[src/rtl/core_pkg.sv]
// Shared pipeline-control types: operand-select encoding and the per-stage
// record that forward_ctrl shadows for EX, MEM and WB.
package core_pkg;

  // Record fields are sized to the widest register index the core uses.
  localparam int unsigned RA_W = 5;

  typedef enum logic [1:0] {
    FWD_RF  = 2'b00,
    FWD_WB  = 2'b01,
    FWD_MEM = 2'b10
  } fwd_sel_e;

  typedef struct packed {
    logic            valid;
    logic [RA_W-1:0] rs1;
    logic [RA_W-1:0] rs2;
    logic            rs1used;
    logic            rs2used;
    logic [RA_W-1:0] rd;
    logic            regwrite;
    logic            memread;
  } stage_rec_t;

  localparam stage_rec_t BUBBLE = '0;

endpackage

[src/rtl/fwd_match.sv]
// Compares one stage record's destination against one source index; hit when
// that stage will write the register the source reads.
module fwd_match
  import core_pkg::*;
#(
  parameter bit X0_ZERO = 1'b1
) (
  input  logic            valid_i,
  input  logic            regwrite_i,
  input  logic [RA_W-1:0] rd_i,
  input  logic [RA_W-1:0] src_i,
  input  logic            src_used_i,
  output logic            hit_o
);

  logic x0_block;

  assign x0_block = X0_ZERO && (src_i == '0);
  assign hit_o    = valid_i && regwrite_i && src_used_i && (rd_i == src_i) && !x0_block;

endmodule

[src/rtl/forward_ctrl.sv]
// Forwarding-select and load-use stall generator; shadows the EX/MEM/WB
// register fields and advances them alongside the datapath pipeline.
module forward_ctrl
  import core_pkg::*;
#(
  parameter int unsigned REG_ADDR_W = 5,
  parameter bit          X0_ZERO    = 1'b1,
  parameter int unsigned CNT_W      = 16
) (
  input  logic                  Clk,
  input  logic                  Reset,
  input  logic [REG_ADDR_W-1:0] IdRs1,
  input  logic [REG_ADDR_W-1:0] IdRs2,
  input  logic                  IdRs1Used,
  input  logic                  IdRs2Used,
  input  logic [REG_ADDR_W-1:0] IdRd,
  input  logic                  IdRegWrite,
  input  logic                  IdMemRead,
  input  logic                  Flush,
  output logic [1:0]            ForwardA,
  output logic [1:0]            ForwardB,
  output logic                  Stall,
  output logic [CNT_W-1:0]      StallCount
);

  stage_rec_t ex_q, ex_d, mem_q, wb_q, id_rec;
  logic [CNT_W-1:0] cnt_q, cnt_d;
  logic mem_a_hit, mem_b_hit, wb_a_hit, wb_b_hit, ld_a_hit, ld_b_hit;
  logic stall;
  fwd_sel_e fwd_a, fwd_b;

  always_comb begin
    id_rec          = BUBBLE;
    id_rec.valid    = 1'b1;
    id_rec.rs1      = RA_W'(IdRs1);
    id_rec.rs2      = RA_W'(IdRs2);
    id_rec.rs1used  = IdRs1Used;
    id_rec.rs2used  = IdRs2Used;
    id_rec.rd       = RA_W'(IdRd);
    id_rec.regwrite = IdRegWrite;
    id_rec.memread  = IdMemRead;
  end

  fwd_match #(.X0_ZERO(X0_ZERO)) u_mem_a (
    .valid_i(mem_q.valid), .regwrite_i(mem_q.regwrite), .rd_i(mem_q.rd),
    .src_i(ex_q.rs1), .src_used_i(ex_q.rs1used), .hit_o(mem_a_hit)
  );
  fwd_match #(.X0_ZERO(X0_ZERO)) u_mem_b (
    .valid_i(mem_q.valid), .regwrite_i(mem_q.regwrite), .rd_i(mem_q.rd),
    .src_i(ex_q.rs2), .src_used_i(ex_q.rs2used), .hit_o(mem_b_hit)
  );
  fwd_match #(.X0_ZERO(X0_ZERO)) u_wb_a (
    .valid_i(wb_q.valid), .regwrite_i(wb_q.regwrite), .rd_i(wb_q.rd),
    .src_i(ex_q.rs1), .src_used_i(ex_q.rs1used), .hit_o(wb_a_hit)
  );
  fwd_match #(.X0_ZERO(X0_ZERO)) u_wb_b (
    .valid_i(wb_q.valid), .regwrite_i(wb_q.regwrite), .rd_i(wb_q.rd),
    .src_i(ex_q.rs2), .src_used_i(ex_q.rs2used), .hit_o(wb_b_hit)
  );

  // Load-use: the same compare, with EX as producer and the ID sources as readers.
  fwd_match #(.X0_ZERO(X0_ZERO)) u_ld_a (
    .valid_i(ex_q.valid), .regwrite_i(ex_q.regwrite), .rd_i(ex_q.rd),
    .src_i(id_rec.rs1), .src_used_i(id_rec.rs1used), .hit_o(ld_a_hit)
  );
  fwd_match #(.X0_ZERO(X0_ZERO)) u_ld_b (
    .valid_i(ex_q.valid), .regwrite_i(ex_q.regwrite), .rd_i(ex_q.rd),
    .src_i(id_rec.rs2), .src_used_i(id_rec.rs2used), .hit_o(ld_b_hit)
  );

  assign stall = ex_q.memread && (ld_a_hit || ld_b_hit);

  always_comb begin
    fwd_a = FWD_RF;
    fwd_b = FWD_RF;
    if (mem_a_hit && !mem_q.memread) fwd_a = FWD_MEM;
    else if (wb_a_hit)               fwd_a = FWD_WB;
    if (mem_b_hit && !mem_q.memread) fwd_b = FWD_MEM;
    else if (wb_b_hit)               fwd_b = FWD_WB;
  end

  always_comb begin
    ex_d  = (Flush || stall) ? BUBBLE : id_rec;
    cnt_d = cnt_q;
    if (stall && (cnt_q != '1)) cnt_d = cnt_q + 1'b1;
  end

  always_ff @(posedge Clk or posedge Reset) begin
    if (Reset) begin
      ex_q  <= BUBBLE;
      mem_q <= BUBBLE;
      wb_q  <= BUBBLE;
      cnt_q <= '0;
    end else begin
      ex_q  <= ex_d;
      mem_q <= ex_q;
      wb_q  <= mem_q;
      cnt_q <= cnt_d;
    end
  end

  // Source fields travel with MEM/WB for symmetry but only rd/regwrite are consumed there.
  logic unused_fields;
  assign unused_fields = ^{mem_q.rs1, mem_q.rs2, mem_q.rs1used, mem_q.rs2used,
                           wb_q.rs1, wb_q.rs2, wb_q.rs1used, wb_q.rs2used, wb_q.memread};

  assign ForwardA   = fwd_a;
  assign ForwardB   = fwd_b;
  assign Stall      = stall;
  assign StallCount = cnt_q;

endmodule

[config.mk]
export PLATFORM = sky130hd
export DESIGN_NAME = forward_ctrl
export DESIGN_NICKNAME = d
export VERILOG_FILES = /design/src/rtl/core_pkg.sv /design/src/rtl/fwd_match.sv /design/src/rtl/forward_ctrl.sv
export SDC_FILE = /design/constraint.sdc
export NUM_CORES = 1
export LEC_CHECK = 0
export CAP_MARGIN = 15
export CORE_MARGIN = 2
export CORE_UTILIZATION = 45
export CTS_CLUSTER_SIZE = 12
export DETAILED_ROUTE_END_ITERATION = 16
export HOLD_SLACK_MARGIN = 0.05
export PLACE_DENSITY = 0.74
export SLEW_MARGIN = 20
export SYNTH_ARGS = -nofsm -noshare
export SYNTH_HDL_FRONTEND = slang
export SYNTH_SLANG_ARGS = --single-unit
[constraint.sdc]
create_clock -name Clk -period 4.55 [get_ports Clk]
set_clock_uncertainty 0.2 [all_clocks]
set_input_delay 0.91 -clock Clk [delete_from_list [all_inputs] [get_ports Clk]]
set_output_delay 0.91 -clock Clk [all_outputs]
set_load 0.02 [all_outputs]
==> results_dict.tcl <==
set metrics [dict create \
    status "complete, no violations" \
    synthCells 189 \
    hold_start "ex_q[1]$_DFF_PP0_" \
    vias 1538 \
    rsz0062_at_grt "false" \
    synth.distinct_cells 36 \
    overflow 0 \
    cts.repair.resized 0 \
    ys_ff_latch 51 \
    async_flop_share 1.00 \
    synthFlopType "dfrtp_1" \
    cts.root.buffer_cell "clkbuf_8" \
    numCtsBuffers 5 \
    r2r-end "StallCount[1]$_DFFE_PP0P_" \
    die_w_um 74.8 \
    synth_most_common_cell "dfrtp_1" \
    grt_max_degree 52 \
    ant_nets 0 \
    fin_nets 257 \
    p_leak_uw 0.00126 \
    hold_class "reg -> reg" \
    die_y_um 74.8 \
    wire_per_inst_um 14.0 \
    fin_util 0.597 \
    period_needed_ns 3.94 \
    clockBufferDepth 2 \
    required_ns 3.44 \
    worstMarginPinSlew_ns 0.831 \
    postCtsSetupRepairBufs 0 \
    worstHoldPathCells 0 \
    place.gp.congestion 0.850 \
    wl_mm 4.24 \
    rrSetupSlack_ns 2.08 \
    worstHoldEndpoint "mem_q[1]$_DFF_PP0_" \
    synth_area_um2 2260 \
    drt_pass1_iterations 4 \
    drive_gt1_frac 0.0809 \
    fin_cells 302 \
    antenna_found_initial 0 \
    route.detailed.drc 0 \
    yosysSeqAreaShare 0.566 \
    io_buffers 42 \
    final_hold_viol_count 0 \
    slew_viol_final 0 \
    min_period_over_period 0.865 \
    grt_usage 0.173 \
    crit_type "in -> out" \
    max_freq_ghz 0.254 \
    vdd_drop_max_mv 0.197 \
    die-area_um2 5600 \
    worstReg2RegStart "StallCount[4]$_DFFE_PP0P_" \
    critical_path.max_fanout 6 \
    grt_pass1_vias 1487 \
    fill_cells 382 \
    vias_per_cell 5.09 \
    r2r_cells 5 \
    place_inst 294 \
    boundaryPins 43 \
    synth_fp_nets 212 \
    avgSynthCellArea_um2 11.9 \
    area_growth_pct 26.7 \
    cts.sinks 51 \
    start_util 0.471 \
    post-synth-top-area-cell "dfrtp_1" \
    cp-start-kind "input pin" \
    cts_tree "done" \
    synth.area.top_cells "dfrtp_1 57%, xor2_1 8.2%, xnor2_1 7.8%, and2_1 5.0%, nand4_1 2.2%" \
    hold_buffers 0 \
    synthTopCellsByCount "51 x dfrtp_1, 21 x xor2_1, 20 x xnor2_1" \
    grt_first_pass_wirelength_mm 7.17 \
    yosys_warnings 0 \
    arrival_ns 2.83 \
    n_antenna_cell 0 \
    slew_headroom 0.446 \
    drv_cap 0 \
    fp.coreArea_um2 4790 \
    finalSetupTns_ns 0 \
    row_count 25 \
    clkLatencyLatePin_ns 0.30 \
    path_clk_slew_ns 0.09 \
    cp-end-kind "output pin" \
    dp_hpwl_mm 3.14 \
    synth_top_area_frac 0.566 \
    finalSetupViolCount 0 \
    cts_htree_levels 2 \
    synth-edff-count 0 \
    drt_iter0_drc 85 \
    powerDensity_nw_per_um2 307 \
]
[worst max-delay path by stage]
stage | startpoint | endpoint | slack [ns] | cells past startpoint
2_1_floorplan | ex_q[9]$_DFF_PP0_ | ForwardB[0] | 1.72 | 4
3_3_place_gp | IdRs1[3] | Stall | 0.65 | 6
3_5_place_dp | IdRs1[3] | Stall | 0.62 | 6
4_1_cts | IdRs1[3] | Stall | 0.62 | 6
5_1_grt | IdRs1[3] | Stall | 0.51 | 6
6_report | IdRs1[3] | Stall | 0.61 | 6
[placed cells by master (no fill, tap or decap), drive strengths merged, types with 5 or more instances in the layout]
master,Yosys,layout
dfrtp,51,51
clkdlybuf4s50,0,42
xor2,21,21
xnor2,21,21
and2,18,18
nand2,9,9
nor3,9,9
nand4,9,9
nor2,9,9
nor4,9,9
clkbuf,2,6
nand3,6,6
o21ai,5,5
[critical path: stages]
cell	delay [ns]
clkdlybuf4s50_1	0.51
xnor2_1	0.13
o2111ai_1	0.20
nor2_1	0.15
a22o_1	0.28
clkdlybuf4s50_1	0.65
[layer usage]
metal	up-vias	share of wire	GRT usage	routed length [um]
met3	6	0.037	0.0361	155
met2	34	0.47	0.261	1980
met1	756	0.48	0.253	2050
li1	742	-	-	-
met4	0	0.013	0.0536	55
met5	-	0	0	0
[per-stage QoR]
stage	setup slack (ns)	instance area (um2)	hold WS [ns]	power [uW]
final	0.614	2860	0.182	877
after global routing	0.507	2860	0.189	916
after CTS	0.621	2860	0.179	883
after detailed placement	0.624	2740	0.158	565
after global placement	0.654	2740	0.152	564
after floorplan	1.72	2260	0.146	531
[sequential cells by signal (all words and copies together) (netlist names)]
register	cells
StallCount	16
ex_q	20
mem_q	8
wb_q	7
[logic make-up after synthesis]
kind of cell,count (synthesis),share of synthesized area
adders and majority gates,1,0.00555
DFF,51,0.566
buffers and inverters,6,0.0122
and+or+nand+nor,80,0.224
AOI/OAI and AO/OA,8,0.0211
xor gates and xnor gates,42,0.166
muxes,1,0.00499
[area by class of cell]
cell class | instances | area (um2) | area share
inverter | 2 | 8.76 | 0.00306
clock buffer | 6 | 82.6 | 0.0289
clock inverter | 2 | 35.0 | 0.0123
timing repair buffer | 42 | 420 | 0.147
sequential | 51 | 1280 | 0.446
tap | 67 | 83.8 | 0.0293
multi-input combinational | 132 | 952 | 0.333
[power by group]
group / internal (uW) / switching (uW)
registers: 469 / 16.5
logic: 39.2 / 29.8
clock network: 178 / 144
No activity file was read; power rests on OpenSTA's default activity.
